**src/rtl/fifo_read_ctrl_if.sv**
```systemverilog
// Read-side bus bundle between sync_fifo, fifo_read_ctrl and a downstream consumer.
//   fifo_empty  sync_fifo empty flag
//   fifo_data   sync_fifo data_out, valid the cycle after fifo_rd_en
//   fifo_rd_en  read strobe to sync_fifo
//   m_valid     downstream word available
//   m_data      downstream word
//   m_ready     downstream accepts word
// master: the read controller. slave: the environment around it (FIFO plus consumer).
interface fifo_read_ctrl_if #(
    parameter int DATA_WIDTH = 8
);
    logic                  fifo_empty;
    logic [DATA_WIDTH-1:0] fifo_data;
    logic                  fifo_rd_en;
    logic                  m_valid;
    logic [DATA_WIDTH-1:0] m_data;
    logic                  m_ready;

    modport master (
        input  fifo_empty,
        input  fifo_data,
        input  m_ready,
        output fifo_rd_en,
        output m_valid,
        output m_data
    );

    modport slave (
        output fifo_empty,
        output fifo_data,
        output m_ready,
        input  fifo_rd_en,
        input  m_valid,
        input  m_data
    );
endinterface

```
**src/rtl/fifo_read_ctrl.sv**
```systemverilog
// Read-side controller for sync_fifo. Issues rd_en from the empty flag, absorbs
// the FIFO's one-cycle read latency in a 2-entry skid buffer and presents the
// words on a valid/ready stream at full throughput.
//   clk         system clock, rising edge
//   rst_n       asynchronous active-low reset
//   enable      1 = new FIFO reads may be issued
//   bus         fifo_read_ctrl_if.master (FIFO read port + downstream stream)
//   word_count  completed m_valid && m_ready handshakes, wraps
//   busy        a word is in flight from the FIFO or held in the skid buffer
module fifo_read_ctrl #(
    parameter int DATA_WIDTH = 8,
    parameter int CNT_WIDTH  = 16
) (
    input  logic                 clk,
    input  logic                 rst_n,
    input  logic                 enable,
    fifo_read_ctrl_if.master     bus,
    output logic [CNT_WIDTH-1:0] word_count,
    output logic                 busy
);

    logic [1:0]            occ;
    logic                  pend;
    logic [DATA_WIDTH-1:0] skid0;
    logic [DATA_WIDTH-1:0] skid1;
    logic                  pop;
    logic                  rd_en;
    logic [2:0]            level;

    assign pop   = (occ != 2'd0) && bus.m_ready;

    // Occupancy the buffer will have after this cycle's pop, counting the word
    // already in flight. occ + pend never exceeds 2, so 3 bits cannot wrap.
    assign level = {1'b0, occ} + {2'b00, pend} - {2'b00, pop};

    // rst_n is folded in so the strobe is 0 while reset is held, even with
    // enable high and the FIFO non-empty.
    assign rd_en = rst_n && enable && !bus.fifo_empty && (level < 3'd2);

    assign bus.fifo_rd_en = rd_en;
    assign bus.m_valid    = (occ != 2'd0);
    assign bus.m_data     = skid0;
    assign busy           = (occ != 2'd0) || pend;

    always_ff @(posedge clk or negedge rst_n) begin
        if (!rst_n) begin
            occ        <= 2'd0;
            pend       <= 1'b0;
            skid0      <= '0;
            skid1      <= '0;
            word_count <= '0;
        end else begin
            pend       <= rd_en;
            word_count <= word_count + CNT_WIDTH'(pop);
            case ({pop, pend})
                2'b11: begin
                    // Head leaves while the in-flight word lands at the tail.
                    if (occ == 2'd2) begin
                        skid0 <= skid1;
                        skid1 <= bus.fifo_data;
                    end else begin
                        skid0 <= bus.fifo_data;
                    end
                end
                2'b10: begin
                    skid0 <= skid1;
                    occ   <= occ - 2'd1;
                end
                2'b01: begin
                    if (occ == 2'd0) begin
                        skid0 <= bus.fifo_data;
                    end else begin
                        skid1 <= bus.fifo_data;
                    end
                    occ <= occ + 2'd1;
                end
                default: ;
            endcase
        end
    end

endmodule

```
**src/flat_wrapper.sv**
```systemverilog
// flat-port wrapper written by rule: the top's interface ports become plain ports
module fifo_read_ctrl_flat 
#(
    parameter int DATA_WIDTH = 8,
    parameter int CNT_WIDTH  = 16
)
  (clk, rst_n, enable, word_count, busy, bus_fifo_empty, bus_fifo_data, bus_m_ready, bus_fifo_rd_en, bus_m_valid, bus_m_data);
  fifo_read_ctrl_if #(.DATA_WIDTH(DATA_WIDTH)) bus_i ();
  input  logic clk;
  input  logic rst_n;
  input  logic enable;
  output logic [CNT_WIDTH-1:0] word_count;
  output logic busy;
  input wire logic [$bits(bus_i.fifo_empty)-1:0] bus_fifo_empty;
  input wire logic [$bits(bus_i.fifo_data)-1:0] bus_fifo_data;
  input wire logic [$bits(bus_i.m_ready)-1:0] bus_m_ready;
  output wire logic [$bits(bus_i.fifo_rd_en)-1:0] bus_fifo_rd_en;
  output wire logic [$bits(bus_i.m_valid)-1:0] bus_m_valid;
  output wire logic [$bits(bus_i.m_data)-1:0] bus_m_data;
  assign bus_i.fifo_empty = bus_fifo_empty;
  assign bus_i.fifo_data = bus_fifo_data;
  assign bus_i.m_ready = bus_m_ready;
  assign bus_fifo_rd_en = bus_i.fifo_rd_en;
  assign bus_m_valid = bus_i.m_valid;
  assign bus_m_data = bus_i.m_data;
  fifo_read_ctrl #(.DATA_WIDTH(DATA_WIDTH), .CNT_WIDTH(CNT_WIDTH)) u_core (.clk(clk), .rst_n(rst_n), .enable(enable), .bus(bus_i), .word_count(word_count), .busy(busy));
endmodule
```
**config.mk**
```make
export PLATFORM = sky130hd
export DESIGN_NAME = fifo_read_ctrl_flat
export DESIGN_NICKNAME = d
export VERILOG_FILES = /design/src/rtl/fifo_read_ctrl_if.sv /design/src/rtl/fifo_read_ctrl.sv /design/src/flat_wrapper.sv
export SDC_FILE = /design/constraint.sdc
export NUM_CORES = 1
export LEC_CHECK = 0
export CORE_MARGIN = 5
export CORE_UTILIZATION = 55
export CTS_BUF_LIST = sky130_fd_sc_hd__clkbuf_4 sky130_fd_sc_hd__clkbuf_8
export DETAILED_ROUTE_END_ITERATION = 12
export PLACE_DENSITY_LB_ADDON = 0.1
export SLEW_MARGIN = 15
export SYNTH_ARGS = -nofsm -noshare
export SYNTH_HDL_FRONTEND = slang
export SYNTH_SLANG_ARGS = --single-unit
```
**constraint.sdc**
```tcl
create_clock -name clk -period 5 [get_ports clk]
set_input_delay 1 -clock clk [delete_from_list [all_inputs] [get_ports clk]]
set_output_delay 1 -clock clk [all_outputs]
set_load 0.01 [all_outputs]
```
==> metrics.csv, run 1 <==
metric;value;unit
top post-synthesis cells by count;dfrtp_1, mux2_2, nand3b_1, xnor2_1;
ys async rst share;100;%
slowest CP cell;clkdlybuf4s50_1;
Die ar.;4200;um2
HP Class;register to register;
initial antenna violation count;0;
Slew Limit Fails;0;
Reg area;876;um2
Crit path buffers/inverters;2;
largest net degree at the start of global routing;36;
DRC Markers;0;
# port buffers;39;
fin crit share;84.8;%
clk buf depth;2;
crit-path cells;clkdlybuf4s50_1, and3b_1, o21ai_0, fa_1, nand4b_1, nor2_1, clkdlybuf4s50_1;
Most used DFF post-synth;dfrtp_1;
WL/cell;17.2;um
RSZ-0062 raised after global routing;no;
main area contributors after synthesis;dfrtp_1, mux2_2, o221a_2;
critical-path maximum fanout;6;
Cell Area, Synth;1650;um2
critical path class;input port to output pin;
Final Hold Fails;0;
Period minus WS final;4.24;ns
syn nets;146;
CP arrival;3.24;ns
Initial DRC Count;66;
H-tree depth;2;
CTS Sinks;35;
# resized after CTS;0;
Final ANT Viol Nets;0;
crit-path max cell delay;0.58;ns
Fmax achieved;236;MHz
Startpoint Class;input port;
global-route usage over all layers;18.8;%
Rows;19;
Slew @ Worst Pin;0.704;ns
Clock Root Buffer;clkbuf_4;
Total Power;787;uW
area grow syn2layout;27.6;%
Vias/cell;5.85;
pwr/cell area;373;nW/um2
Horiz. Die Dim;64.8;um
Synth top area share;53.0;%
first-pass GRT wire length;5.94;mm
Setup Buffers After CTS;0;
count leader, synth;dfrtp_1;
Worst setup EP type;output pin;
hold_buf cts;0;
Die H;64.8;um
Post-Syn Area per Cell;12.7;um2
Post-Route WL;3.52;mm
Max-cap violations;0;
setup violators final;0;
ratio of cells with drive above 1 in the final layout;16.8;%
setup TNS;0;ns
Ant. Diodes;0;
core outline area;2830;um2
via count;1193;
Final nets;189;
fillers;198;
multi-input logic area;724;um2
gpl congestion;0.753;
grt total ovfl;0;
VDD IR-drop max;315;uV
Seq/Total Area, Yosys;53.0;%
Worst slew margin;52.8;%
Synth area leader;dfrtp_1;
gate count after technology mapping;130;
worst-skew pair later-pin latency;0.34;ns
Inserted Clock Buffers;5;
DRT Pass-1 Iters;4;
Synth Register Bits;35;
placed wire-length estimate;2.48;mm
CTS tree;built;
Fin Clk Skew;0.00943;ns
clk slew on worst S/H paths;0.10;ns
IO Count;40;
outcome;finished clean;
Syn. warnings;0;
starting density of the core;58.4;%
leakage;0.000950;uW
synth unique cells;35;
Worst path most repeated cell;clkdlybuf4s50_1;
Top Family by Delay on Critical Path;buffers and inverters;
vias in the first global route;1234;
CP Data Required Time;4.00;ns
number of synthesized flops with an enable pin;0;
routing by layer:
| layer | vias up | track usage, % | share of wire, % |
|---|---|---|---|
| met3 | 6 | 6.22 | 5.1 |
| met1 | 595 | 24.3 | 44 |
| li1 | 559 | - | - |
| met2 | 33 | 29.1 | 48 |
| met4 | 0 | 7.92 | 1.9 |
| met5 | - | 0 | 0 |
power breakdown:
group / switching [uW] / internal [uW]
combinational: 83.2 / 144
clock: 92.1 / 65.1
sequential: 55.6 / 348
total: 231 / 557
per-stage QoR:
step / setup slack [ns] / util [%] / std cells / area [um2] / hold WS (ns)
floorplan: 1.92 / - / 130 / 1650 / 0.480
global placement: 0.825 / 72.5 / 197 / 2050 / 0.468
detailed placement: 0.742 / 72.5 / 197 / 2050 / 0.473
CTS: 0.737 / 74.5 / 204 / 2110 / 0.491
global route: 0.633 / 74.5 / 204 / 2110 / 0.520
finish: 0.759 / 74.5 / 204 / 2110 / 0.498
state kept, by name (all words and copies together), names as in the netlist:
name and flops:
u_core.skid1 8, u_core.pend 1, u_core.word_count 16, u_core.occ 2, u_core.bus.m_data 8
cell families (layout without fill, tap and decap cells):
logic type	count (synthesis)	in the layout	share of synthesized area (%)
AO/OA/AOI/OAI	13	13	7.19
XOR/XNOR	16	16	8.93
buffers and inverters	8	51	3.18
AND/OR/NAND/NOR	46	46	18.9
adder cells (fa/ha/maj)	3	3	2.73
multiplexers	9	9	6.06
flip-flops	35	35	53.0
layout make-up:
class                      instances  area share [%]
tap                               31            1.84
inverter                           4           0.712
timing repair buffer              40            18.9
sequential                        35            41.5
clock inverter                     1           0.237
clock buffer                       6            2.43
multi-input combinational         87            34.4
cells in the final DEF, fill, tap and decap left out, drive strengths merged, types with 2 or more instances in the layout:
cell type	instances
o21ai	4
nand3b	9
or3	3
dfrtp	35
inv	4
clkbuf	6
nor2b	3
nor2	5
clkdlybuf4s50	39
mux2	8
o221a	8
xnor2	9
nand2	4
nand4	6
xor2	7
ha	2
nand3	5
nor4	4
path summary, 6_finish.rpt:
check | start | to | slack [ns] | depth (start not counted)
worst max register to register | u_core.occ[1] | u_core.word_count[12] | 2.80 | 7
min in group asynchronous | rst_n | u_core.bus.m_data[0] | 1.11 | 2
max in group asynchronous | rst_n | u_core.skid1[5] | 3.57 | 2
worst min-delay path | u_core.word_count[15] | u_core.word_count[15] | 0.50 | 1
worst min register to register | u_core.word_count[15] | u_core.word_count[15] | 0.50 | 1
worst max-delay path | bus_m_ready | bus_fifo_rd_en | 0.76 | 7
Power figures use the tool's default switching activity.
==> run 2, diff against run 1 <==
Settings changed: CORE_UTILIZATION 55 to 46.
Clock period 5 ns to 3.59 ns, I/O delays scaled along.
==> run 2 against run 1 <==
Routed wire length increased by 0.37%. First-iteration DRC count rose by 39%. Clock-buffer cell count did not move. Register-to-register slack got worse by 1.4 ns. Non-clock buffer count up 3. Final area grew 1.5%. Sequential cell count did not move. Die area up 16%. Utilization down 12 points. Combinational power grew 39%. Sequential share of layout area shrank 0.63 points. Largest cell class unchanged. Clock power grew 32%.
==> metrics.csv, run 2 (synthesized netlist as in run 1, its figures left out) <==
metric;value;unit;change
outcome;finished clean;;
leakage;0.000976;uW;+2.7%
Initial DRC Count;92;;+39%
Slew Limit Fails;0;;unchanged
most frequent cells in the layout;clkdlybuf4s50_1, dfrtp_1, xnor2_1, nand3b_1, mux2_2;;
critical-path maximum fanout;3;;-3
Final ANT Viol Nets;0;;unchanged
CP Data Required Time;2.87;ns;-1.13 ns
clk slew on worst S/H paths;0.10;ns;about the same
ratio of cells with drive above 1 in the final layout;17.7;%;+0.95 points
Ant. Diodes;0;;unchanged
Fin Clk Skew;0.0101;ns;+0.000665 ns
worst r2r src;u_core.occ[1];;
CTS Sinks;35;;unchanged
area grow syn2layout;29.5;%;
Startpoint Class;input port;;
Inserted Clock Buffers;5;;unchanged
gpl congestion;0.828;;+10%
CP arrival;2.44;ns;-0.80 ns
fin crit share;87.9;%;
max reg flops;16;;unchanged
HP Class;register to register;;
vias in the first global route;1258;;+1.9%
RSZ-0062 raised after global routing;no;;
pwr/cell area;507;nW/um2;+36%
Vias/cell;5.23;;-11%
# resized after CTS;0;;unchanged
critical path class;input port to output pin;;
H-tree depth;2;;unchanged
WL/cell;16.0;um;-7.4%
Worst slew margin;51.4;%;-1.3 points
worst-skew pair later-pin latency;0.35;ns;about the same
FF-to-FF path depth;7;;unchanged
slowest CP cell;clkdlybuf4s50_1;;
Setup crit end;bus_fifo_rd_en;;
commonest non-fill, non-tap cell in the layout;clkdlybuf4s50_1;;
Critical Path Start;bus_m_ready;;
clk buf depth;2;;unchanged
Top reg by flops;u_core.word_count;;
Reg2Reg Capture Point;u_core.word_count[12];;
placed insts;215;;+9.1%
grt total ovfl;0;;unchanged
largest net degree at the start of global routing;36;;unchanged
final instance area;2140;um2;+1.5%
Final Hold Fails;0;;unchanged
setup TNS;0;ns;unchanged
Placement Cell Area;2090;um2;+2.0%
# port buffers;39;;unchanged
pre-CTS WS;0.0625;ns;-0.679 ns
Die H;69.9;um;+7.9%
Total Power;1080;uW;+38%
initial antenna violation count;0;;unchanged
DRT Pass-1 Iters;2;;-2
setup violators final;0;;unchanged
Setup Buffers After CTS;0;;unchanged
Max-cap violations;0;;unchanged
Die ar.;4890;um2;+16%
Rows;21;;+2
core outline area;3420;um2;+21%
Period minus WS final;3.15;ns;
Final nets;192;;+1.6%
VDD IR-drop max;280;uV;-11%
CTS tree;built;;
worst setup margin;0.435;ns;-0.324 ns
IO Count;40;;unchanged
Fmax achieved;317;MHz;
global-route usage over all layers;16.3;%;-2.6 points
placed wire-length estimate;2.42;mm;-2.5%
first-pass GRT wire length;6.33;mm;+6.5%
starting density of the core;48.4;%;-10 points
Slew @ Worst Pin;0.723;ns;+0.0198 ns
hold_buf cts;0;;unchanged
number of non-filler instances in the completed layout;221;;+8.3%
Clock Root Buffer;clkbuf_4;;
crit-path max cell delay;0.51;ns;-0.07 ns
Post-Route WL;3.53;mm;+0.37%
reg2reg setup slack;1.37;ns;-1.43 ns
via count;1156;;-3.1%
crit-path cells;clkdlybuf4s50_1, and3b_1, o21ai_0, fa_1, nand4b_1, nor2_1, dlymetal6s2s_1;;
Horiz. Die Dim;69.9;um;+7.9%
Worst setup EP type;output pin;;
DRC Markers;0;;unchanged
[run 2: layout make-up]
class                   count  area (um2)
multi-input cells          87         724
inverters                   4        15.0
fillers                   293        1270
clock buffers               6        45.0
well taps                  46        57.6
repair buffers             43         423
flip-flops and latches     35         876
[run 2: routing by layer]
| layer | track usage (%) | vias to the layer above | routed length, um |
|---|---|---|---|
| met5 | 0 | - | 0 |
| met4 | 7.66 | 0 | 76 |
| met3 | 4.30 | 8 | 144 |
| met2 | 24.1 | 24 | 1650 |
| met1 | 22.0 | 566 | 1660 |
| li1 | - | 558 | - |
[run 2: worst min path at each step]
stage | to | from | slack [ns] | cells past startpoint
floorplan | u_core.bus.m_data[0] | rst_n | 0.42 | 0
global placement | u_core.word_count[15] | u_core.word_count[15] | 0.46 | 1
detailed placement | u_core.word_count[15] | u_core.word_count[15] | 0.46 | 1
CTS | u_core.word_count[15] | u_core.word_count[15] | 0.48 | 1
global route | u_core.word_count[15] | u_core.word_count[15] | 0.50 | 1
finish | u_core.word_count[15] | u_core.word_count[15] | 0.47 | 1
[run 2: report_power, final]
part / leakage, uW / total [uW] / switching [uW] / internal (uW)
clock network: 0.0000276 / 207 / 129 / 77.2
logic: 0.000506 / 316 / 115 / 201
registers: 0.000443 / 562 / 77.7 / 484
[run 2: through the flow]
step,utilization [%],hold WS [ns]
after detailed placement,61.3,0.465
after floorplan,-,0.422
after global placement,61.3,0.464
after CTS,62.6,0.479
final,62.7,0.474
after global routing,62.7,0.504
[run 2: worst max-delay path: cells and delay by family]
kind / cells / cell delay (ns)
adder cells (fa/ha/maj): 1 / 0.50
AO/OA/AOI/OAI: 1 / 0.12
AND/OR/NAND/NOR: 3 / 0.42
buffers and inverters: 2 / 0.69
==> run 3, diff against run 2 <==
Settings changed: CORE_MARGIN 5 to 3.
==> run 3 against run 2 <==
Combinational power hardly changed. Clock skew increased by 0.0030 ns. Clock-buffer cell count stayed put. Setup slack better by 0.017 ns. Utilization rose by 2.3 points. Global-route usage rose by 1.0 points. Die area down 11%. Sequential share of layout area down 1.1 points. Critical path type unchanged. Sequential cell count unchanged. Worst hold slack worse by 0.0057 ns.
==> metrics.csv, run 3 (synthesized netlist as in run 1, its figures left out) <==
metric;value;unit;change
outcome;finished clean;;
slowest CP cell;fa_1;;
Total Power;1230;uW;+13%
starting density of the core;48.8;%;+0.38 points
CTS tree;built;;
Worst setup EP type;output pin;;
fin crit share;87.4;%;-0.48 points
Clock Root Buffer;clkbuf_4;;
WL/cell;14.7;um;-8.1%
clk buf depth;2;;unchanged
worst setup margin;0.452;ns;+0.0174 ns
worst-skew pair later-pin latency;0.34;ns;about the same
RSZ-0062 raised after global routing;no;;
commonest non-fill, non-tap cell in the layout;clkdlybuf4s50_1;;
CP arrival;2.42;ns;-0.02 ns
number of non-filler instances in the completed layout;223;;+0.90%
Initial DRC Count;68;;-26%
Final ANT Viol Nets;0;;unchanged
# port buffers;39;;unchanged
core outline area;3390;um2;-0.77%
ratio of cells with drive above 1 in the final layout;18.6;%;+0.93 points
first-pass GRT wire length;5.54;mm;-12%
vias in the first global route;1195;;-5.0%
grt total ovfl;0;;unchanged
Worst slew margin;54.4;%;+3.0 points
placed insts;215;;unchanged
Final nets;192;;unchanged
setup violators final;0;;unchanged
hold path cells;1;;unchanged
initial antenna violation count;0;;unchanged
# resized after CTS;0;;unchanged
Period minus WS final;3.14;ns;-0.0174 ns
max reg flops;16;;unchanged
CTS Sinks;35;;unchanged
Fin Clk Skew;0.0131;ns;+0.00299 ns
Startpoint Class;input port;;
Horiz. Die Dim;65.9;um;-5.7%
placed wire-length estimate;2.28;mm;-5.8%
pwr/cell area;558;nW/um2;+10%
leakage;0.00100;uW;+2.9%
clk slew on worst S/H paths;0.09;ns;about the same
CP Data Required Time;2.87;ns;about the same
Inserted Clock Buffers;5;;unchanged
Max-cap violations;0;;unchanged
via count;1177;;+1.8%
Slew @ Worst Pin;0.679;ns;-0.0440 ns
Ant. Diodes;0;;unchanged
Vias/cell;5.28;;+0.90%
Rows;21;;unchanged
Final Hold Fails;0;;unchanged
VDD IR-drop max;338;uV;+21%
Post-Route WL;3.27;mm;-7.3%
FF-to-FF path depth;7;;unchanged
DRC Markers;0;;unchanged
crit-path cells;clkdlybuf4s50_1, and3b_1, o21ai_0, fa_1, nand4b_1, nor2_1, dlymetal6s2s_1;;
Die ar.;4350;um2;-11%
crit-path max cell delay;0.51;ns;about the same
IO Count;40;;unchanged
gpl congestion;0.801;;-3.3%
Slew Limit Fails;0;;unchanged
DRT Pass-1 Iters;4;;+2
setup TNS;0;ns;unchanged
area grow syn2layout;33.2;%;
H-tree depth;2;;unchanged
pre-CTS WS;0.0575;ns;-0.00502 ns
hold_buf cts;0;;unchanged
largest net degree at the start of global routing;36;;unchanged
critical-path maximum fanout;3;;unchanged
most frequent cells in the layout;clkdlybuf4s50_1, dfrtp_1, xnor2_1, nand3b_1, mux2_2;;
global-route usage over all layers;17.3;%;+1.0 points
HP Class;register to register;;
Fmax achieved;319;MHz;+0.55%
Setup Buffers After CTS;0;;unchanged
Die H;65.9;um;-5.7%
critical path class;input port to output pin;;
Top reg by flops;u_core.word_count;;
-- run 3: changes by cell type in the layout (fill, tap and decap cells not counted) --
cell,change
bufinv_16,+2
-- run 3: critical path: cells and delay by family --
kind | cells | cell delay (ns)
buf+inv | 2 | 0.68
fa+ha+maj | 1 | 0.51
simple gates | 3 | 0.40
compound gates | 1 | 0.11
-- run 3: worst paths after layout --
path | startpoint | endpoint | slack, ns
min in group asynchronous | rst_n | u_core.bus.m_data[4] | 0.82
min reg2reg | u_core.word_count[15] | u_core.word_count[15] | 0.47
max in group asynchronous | rst_n | u_core.occ[0] | 2.44
max reg2reg | u_core.occ[1] | u_core.word_count[12] | 1.34
min | u_core.word_count[15] | u_core.word_count[15] | 0.47
max | bus_m_ready | bus_fifo_rd_en | 0.45
-- run 3: through the flow --
stage                     area, um2  util (%)  hold WS [ns]
final                          2200      64.9         0.468
after global routing           2200      64.9         0.481
after CTS                      2200      64.9         0.475
after detailed placement       2090      61.8         0.462
after global placement         2090      61.8         0.458
after floorplan                1650         -         0.422
-- run 3: routing by layer --
metal	track usage [%]	routed length, um	vias up
li1	-	-	568
met1	20.2	1430	575
met2	28.4	1610	27
met3	6.63	180	7
met4	6.85	51	0
met5	0	0	-
-- run 3: layout make-up --
class                           instances  area, um2
Clock buffer                            6       45.0
Clock inverter                          2       60.1
Fill cell                             261       1190
Inverter                                4       15.0
Multi-Input combinational cell         87        724
Sequential cell                        35        876
Tap cell                               46       57.6
Timing Repair Buffer                   43        423
-- run 3: power breakdown --
part / switching, uW / internal (uW)
Clock: 130 / 225
Sequential: 77.2 / 484
Combinational: 112 / 201
Total: 319 / 910
